File: src/rtl/framebuffer_reader_stream.sv
// Framebuffer reader: issues one read request per pixel of a frame in raster
// order and forwards the in-order read responses as a pixel stream tagged
// with x/y position and an end-of-frame marker.
module framebuffer_reader_stream #(
  parameter int unsigned ADDR_WIDTH      = 32,
  parameter int unsigned X_BIT_WIDTH     = 11,
  parameter int unsigned Y_BIT_WIDTH     = 11,
  parameter int unsigned PIXEL_WIDTH     = 16,
  parameter int unsigned MAX_OUTSTANDING = 8
) (
  input  logic                   aclk,
  input  logic                   resetn,
  input  logic [ADDR_WIDTH-1:0]  confBaseAddr,
  input  logic [X_BIT_WIDTH-1:0] confXResolution,
  input  logic [Y_BIT_WIDTH-1:0] confYResolution,
  input  logic                   apply,
  output logic                   applied,
  output logic                   m_req_tvalid,
  input  logic                   m_req_tready,
  output logic [ADDR_WIDTH-1:0]  m_req_taddr,
  input  logic                   s_rsp_tvalid,
  output logic                   s_rsp_tready,
  input  logic [PIXEL_WIDTH-1:0] s_rsp_tdata,
  output logic                   m_frag_tvalid,
  input  logic                   m_frag_tready,
  output logic [PIXEL_WIDTH-1:0] m_frag_tdata,
  output logic                   m_frag_tlast,
  output logic [X_BIT_WIDTH-1:0] m_frag_txpos,
  output logic [Y_BIT_WIDTH-1:0] m_frag_typos
);

  localparam int unsigned PixBytes = PIXEL_WIDTH / 8;
  localparam int unsigned CntW     = X_BIT_WIDTH + Y_BIT_WIDTH;
  localparam int unsigned OutW     = $clog2(MAX_OUTSTANDING) + 1;

  typedef enum logic [0:0] {StIdle, StRead} state_e;

  state_e                 state_q, state_d;
  logic [ADDR_WIDTH-1:0]  addr_q, addr_d;
  logic [X_BIT_WIDTH-1:0] xres_q, xres_d;
  logic [Y_BIT_WIDTH-1:0] yres_q, yres_d;
  logic [X_BIT_WIDTH-1:0] xpos_q, xpos_d;
  logic [Y_BIT_WIDTH-1:0] ypos_q, ypos_d;
  logic [CntW-1:0]        req_left_q, req_left_d;
  logic [OutW-1:0]        outst_q, outst_d;

  logic busy;
  logic req_hs;
  logic frag_hs;
  logic x_wrap;
  logic last_pix;

  assign busy    = (state_q == StRead);
  assign applied = ~busy;

  // Valid only drops via a request handshake: outstanding can only shrink and
  // the remaining count only changes on handshake, so valid/addr hold under stall.
  assign m_req_tvalid = busy && (req_left_q != '0) && (outst_q < OutW'(MAX_OUTSTANDING));
  assign m_req_taddr  = addr_q;

  // Zero-latency response pass-through, gated off while idle.
  assign m_frag_tvalid = busy & s_rsp_tvalid;
  assign s_rsp_tready  = busy & m_frag_tready;
  assign m_frag_tdata  = s_rsp_tdata;

  assign req_hs  = m_req_tvalid & m_req_tready;
  assign frag_hs = m_frag_tvalid & m_frag_tready;

  assign x_wrap   = (xpos_q == xres_q - X_BIT_WIDTH'(1));
  assign last_pix = busy && x_wrap && (ypos_q == yres_q - Y_BIT_WIDTH'(1));

  assign m_frag_tlast = last_pix;
  assign m_frag_txpos = xpos_q;
  assign m_frag_typos = ypos_q;

  // Next-state logic for the frame FSM, request side and output position.
  always_comb begin
    state_d    = state_q;
    addr_d     = addr_q;
    xres_d     = xres_q;
    yres_d     = yres_q;
    xpos_d     = xpos_q;
    ypos_d     = ypos_q;
    req_left_d = req_left_q;
    outst_d    = outst_q;

    unique case (state_q)
      StIdle: begin
        if (apply) begin
          addr_d     = confBaseAddr;
          xres_d     = confXResolution;
          yres_d     = confYResolution;
          xpos_d     = '0;
          ypos_d     = '0;
          outst_d    = '0;
          req_left_d = CntW'(confXResolution) * CntW'(confYResolution);
          // An empty frame is a no-op: stay idle.
          if ((confXResolution != '0) && (confYResolution != '0)) begin
            state_d = StRead;
          end
        end
      end

      StRead: begin
        if (req_hs) begin
          addr_d     = addr_q + ADDR_WIDTH'(PixBytes);
          req_left_d = req_left_q - CntW'(1);
        end

        if (req_hs && !frag_hs) begin
          outst_d = outst_q + OutW'(1);
        end else if (!req_hs && frag_hs && (outst_q != '0)) begin
          outst_d = outst_q - OutW'(1);
        end

        if (frag_hs) begin
          if (x_wrap) begin
            xpos_d = '0;
            ypos_d = ypos_q + Y_BIT_WIDTH'(1);
          end else begin
            xpos_d = xpos_q + X_BIT_WIDTH'(1);
          end
          if (last_pix) begin
            state_d = StIdle;
            xpos_d  = '0;
            ypos_d  = '0;
          end
        end
      end

      default: state_d = StIdle;
    endcase
  end

  // State registers; reset forces idle with all counters and address cleared.
  always_ff @(posedge aclk or negedge resetn) begin
    if (!resetn) begin
      state_q    <= StIdle;
      addr_q     <= '0;
      xres_q     <= '0;
      yres_q     <= '0;
      xpos_q     <= '0;
      ypos_q     <= '0;
      req_left_q <= '0;
      outst_q    <= '0;
    end else begin
      state_q    <= state_d;
      addr_q     <= addr_d;
      xres_q     <= xres_d;
      yres_q     <= yres_d;
      xpos_q     <= xpos_d;
      ypos_q     <= ypos_d;
      req_left_q <= req_left_d;
      outst_q    <= outst_d;
    end
  end

endmodule

File: config.mk
export PLATFORM = sky130hd
export DESIGN_NAME = framebuffer_reader_stream
export DESIGN_NICKNAME = d
export VERILOG_FILES = /design/src/rtl/framebuffer_reader_stream.sv
export SDC_FILE = /design/constraint.sdc
export NUM_CORES = 1
export LEC_CHECK = 0
export ABC_AREA = 1
export CAP_MARGIN = 20
export CORE_MARGIN = 2
export CORE_UTILIZATION = 50
export DETAILED_ROUTE_END_ITERATION = 16
export HOLD_SLACK_MARGIN = 0.05
export PLACE_DENSITY_LB_ADDON = 0.25
export SETUP_SLACK_MARGIN = 0.3
export SYNTH_ARGS = -nofsm -noshare
export SYNTH_HDL_FRONTEND = slang
export SYNTH_SLANG_ARGS = --single-unit
File: constraint.sdc
create_clock -name aclk -period 2 [get_ports aclk]
set_input_delay 0.3 -clock aclk [delete_from_list [all_inputs] [get_ports aclk]]
set_output_delay 0.3 -clock aclk [all_outputs]
set_load 0.05 [all_outputs]
After elaboration in Yosys (flattened, before gate mapping)
Index checks and enable logic that the tools add are counted.

storage, ports and cells
  register bits = 103
  latch bits = 0
  bits in writable memories = 0
  bits in read-only memories = 0
  input port bits = 76
  output and inout port bits = 75
  logic and storage cells = 73
  memories kept = 0

cells by class
  add/subtract/negate cells = 8
  multipliers = 1
  divide/modulo/power cells = 0
  order comparisons = 1
  equality and inequality tests = 7
  shifts and indexed selects = 0
  mux-type cells = 24
  bitwise operators = 5
  reductions and logical operators = 19

operators by type and width
  cell                                                count
  two-way mux 11 bit                                  7
  two-way mux 32 bit                                  2
  one-hot mux 32 bit (2 select lines)                 1
  two-way mux 22 bit                                  2
  one-hot mux 11 bit (2 select lines)                 2
  one-hot mux 22 bit (2 select lines)                 1
  adder 32 x 2 -> 32 bit, second input constant       1
  adder 11 x 1 -> 11 bit, second input constant       2
  == test 11 bit                                      2
  multiplier 11 x 11 -> 22 bit                        1
  nonzero test 11 bit                                 2
  nonzero test 22 bit                                 1
  subtractor 11 x 1 -> 11 bit, second input constant  2
  subtractor 22 x 1 -> 22 bit, second input constant  1
  two-way mux 4 bit                                   3
  logical AND 1 bit                                   8
  one-hot mux 4 bit (2 select lines)                  1
  AND reduction 2 bit                                 4
  adder 4 x 1 -> 4 bit, second input constant         1
  AND 1 bit                                           4
  < comparator 4 bit, second input constant           1
  two-way mux 1 bit                                   4
  != test 2 x 1 -> 1 bit, second input constant       2
  nonzero test 4 bit                                  1
  other kinds (8)                                     9

Longest topological paths before layout
  depth in word-level cells = 10
  depth in mapped cells = 25
  depth with buffers taken out = 24

Worst setup path after synthesis
No wires, ideal clock.

  kind = input to register
  from = in confXResolution[0]
  to = reg req_left_q[21]
  library setup time = 117 ps
  arrival = 4571 ps
  required time = 1883 ps
  path slack = -2688 ps
  stages on the path = 23
  buffers on the path = 1
  cells stage by stage = clkbuf_1 nand2_1 fa_1 fa_1 inv_1 fa_1 fa_1 inv_1 fa_1 inv_1 ha_1 a21oi_1 nor2_1 nor2_1 nand3_1 nand2_1 inv_1 nor2_1 nand2_1 nand3_1 nand2_1 nand2_1 nand2_1

between the ends
  cells in the longest elaborated chain, start to end = 3

ends and longest elaborated chain
  item                                 line  text
  start, declared                      14    input logic [X_BIT_WIDTH-1:0] confXResolution,
  multiplier 11 x 11 -> 22 bit         96    req_left_d = CntW'(confXResolution) * CntW'(confYResolution);
  two-way mux 22 bit                   89    if (apply) begin
  one-hot mux 22 bit (2 select lines)  87    unique case (state_q)
  end signal, assigned                 153   req_left_q <= req_left_d;
  end, declared                        44    logic [CntW-1:0] req_left_q, req_left_d;

No other way between the ends. The select of a mux whose other input is x is not followed.
A chain may end at the register's enable or synchronous reset.

Final worst setup path
  from = in confXResolution[7]
  to = reg req_left_q[20]

The elaborated chain is that of the path after synthesis.

==> impl_metrics.toml <==
[sta]
layout_setup_ws_ns = -2.41
hold_viol_final = 0
rsz0062_at_grt = "true"
worstMarginPinSlew_ns = 0.571
relSlewSlack_pct = 61.4
min_period_ns = 4.41
hold_ws_ns = 0.248
fmax_ghz = 0.227
final_max_slew_viol_count = 0
clock_skew_ns = 0.0147
fin_crit_sh_pct = 221
setup_viol = 69

[cells_and_area]
syn_to_final_growth_pct = 55.8
final_common_cell = "nand2_1"
layout-drive-gt1-share_pct = 39.0
layout_common_cells = "nand2_1, inv_1, buf_4"
postLayoutCellArea_sq_um = 17700
nets = 2226

[placed_design]
placed_area_sq_um = 14900
post-place-ws_ns = -3.16
place.gp.congestion = 0.895
dp_hpwl_microns = 24800
placement.io_buffers = 118

[worst_setup_path]
timing.rr.end = "m_frag_typos[1]"
timing.rr.start = "yres_q[0]"
required_ns = 2.30
worstPathArrival_ns = 4.72
critPathMaxFanout = 7
cp-end-kind = "flop"
cp-start-kind = "input port"
critPathKind = "in2reg"
reg2reg_depth = 21
ff2ff_setup_slack_ns = -0.54

[pwr]
ir_drop_uv = 1340
power_leakage_nw = 8.91
p_per_area_nw_per_um2 = 1580
p_total_w = 0.0280

[job]
drv_cap = 0

[global_route]
gr-total-overflow = 0
grt_max_degree = 58
grt_usage_pct = 32.3
antenna_found_initial = 1
grt_pass1_wl_microns = 62700
grt_pass1_vias = 12800

[synthesis]
avgSynthCellArea_sq_um = 6.96
synth_area_leader_cell = "dfrtp_1"
synth_top_cell_area_share_pct = 22.6
syn_inst = 1636
yosysWarnings = 0
synth_area_sq_um = 11400
synth.area.top_cells = "dfrtp_1, fa_1, nand2_1"
synth_edf_count = 0
ys_async_sr_fraction_pct = 100
synth-seq-cells = 103
synth_cell_types = 51
synth-main-ff-cell = "dfrtp_1"
seq_area_frac_synth_pct = 22.6
synth_nets = 1861

[floorplanning]
core-area_sq_um = 22500
die_area_sq_um = 24000
row_count = 55
die_w_microns = 155
io-pin-count = 151
initial_core_util_pct = 50.6
chipHeight_microns = 155

[detailed_routing]
vias = 13300
viasPerCell = 5.78
drtIter0Drc = 1320
ant_nets = 0
drc = 0
avgRoutedWirePerCell_microns = 19.6
wirelength_microns = 44900
dr.pass1.iters = 6

[clocking]
path_clk_slew_ns = 0.08
clock_path_buffers = 2
cts_tree = "done"
clock-root-buffer = "clkbuf_16"
insertion_delay_ns = 0.38
numCtsBuffers = 9
cts.sinks = 103
cts_max_level = 3

[min_path]
min_from = "confXResolution[0]"
min_path_cells = 3
min_to = "xres_q[0]"
hp-class = "in2reg"

[run_status]
status = "finished, violations left"
violations = "setup timing"
## layout make-up
class                   instances  area [sq um]
repair buffers                421          4070
well taps                     285           357
clock buffers                  10           239
diodes                          1          2.50
clock inverters                 6          50.0
repair inverters                1          16.3
fillers                      1332          4760
flip-flops and latches        103          2620
inverters                     305          1180
multi-input cells            1160          9210
## critical path, cell delays in order
cell and delay, ns:
buf_6 0.09, buf_8 0.14, buf_4 0.15, nand2_1 0.06, inv_1 0.05, fa_1 0.56, inv_2 0.05, fa_1 0.53
inv_1 0.05, fa_1 0.49, inv_1 0.06, fa_1 0.51, inv_2 0.05, ha_4 0.24, ha_4 0.27, nand2_4 0.11
inv_2 0.06, nand2_1 0.07, nand2_2 0.09, a211oi_2 0.28, nand2_1 0.15, nand2_1 0.11, nand3_2 0.09, a21oi_2 0.14
## registers in the layout (all words and copies together), names as in the netlist
name / count
xres_q: 11
m_frag_txpos: 11
outst_q: 4
busy: 1
yres_q: 11
req_left_q: 22
m_req_taddr: 32
m_frag_typos: 11
## what timing repair did
action / in CTS / in global routing
gates cloned: 18 / 1
hold buffers: 1 / 0
resized for setup: 411 / 241
endpoints found under the setup margin: 136 / 108
pin swaps: 122 / 92
setup buffers: 58 / 21
hold endpoints to repair: 23 / 0
## synth_stat cells (7+ instances only)
master,n
o21ai_1,9
clkbuf_1,42
nand2_1,430
xor2_1,41
a31oi_1,16
dfrtp_1,103
xnor2_1,16
o21ai_0,95
inv_1,302
nor2_1,133
ha_1,68
buf_4,17
a21oi_1,43
o211ai_1,10
nor4_1,7
nand2_2,12
nand3_1,93
nor3_1,28
fa_1,81
nor2_2,8
nand4_1,25
## power by group
| part | total (W) | switching, W | internal (W) |
|---|---|---|---|
| clock | 0.00184 | 0.000939 | 0.000900 |
| sequential | 0.00399 | 0.00110 | 0.00289 |
| combinational | 0.0221 | 0.0126 | 0.00950 |
| total | 0.0280 | 0.0147 | 0.0133 |
## per-layer routing
metal  GRT usage, %  routed length (microns)
met3           5.49                     3620
met1           39.6                    16300
met4           14.3                     3380
met5              0                        0
met2           56.2                    21600
## logic make-up after synthesis
logic type                 Yosys count  share of synthesized area [%]
and+or+nand+nor                    762                           28.9
buffers and inverters              374                           13.1
AOI/OAI and AO/OA                  191                           9.22
adders and majority gates          149                           21.7
DFF                                103                           22.6
xor gates and xnor gates            57                           4.38
## per-stage QoR
stage	std cells	util (%)	TNS, ns
after CTS	2269	74.7	-40.28
after detailed placement	2176	66.2	-54.62
after global placement	2176	66.2	-53.40
after floorplan	1636	-	-35.52
final	2292	78.8	-47.60
after global routing	2291	78.8	-52.80
## worst max path at each step
stage | start | to | slack [ns] | depth (start not counted)
floorplan | confXResolution[7] | req_left_q[19] | -2.28 | 20
global placement | confXResolution[5] | req_left_q[20] | -3.14 | 21
detailed placement | confXResolution[8] | req_left_q[18] | -3.16 | 20
CTS | confXResolution[7] | req_left_q[16] | -2.19 | 24
global route | confXResolution[4] | req_left_q[18] | -2.60 | 21
finish | confXResolution[7] | req_left_q[20] | -2.41 | 24
Note: power is estimated with default switching activity, not from simulation.
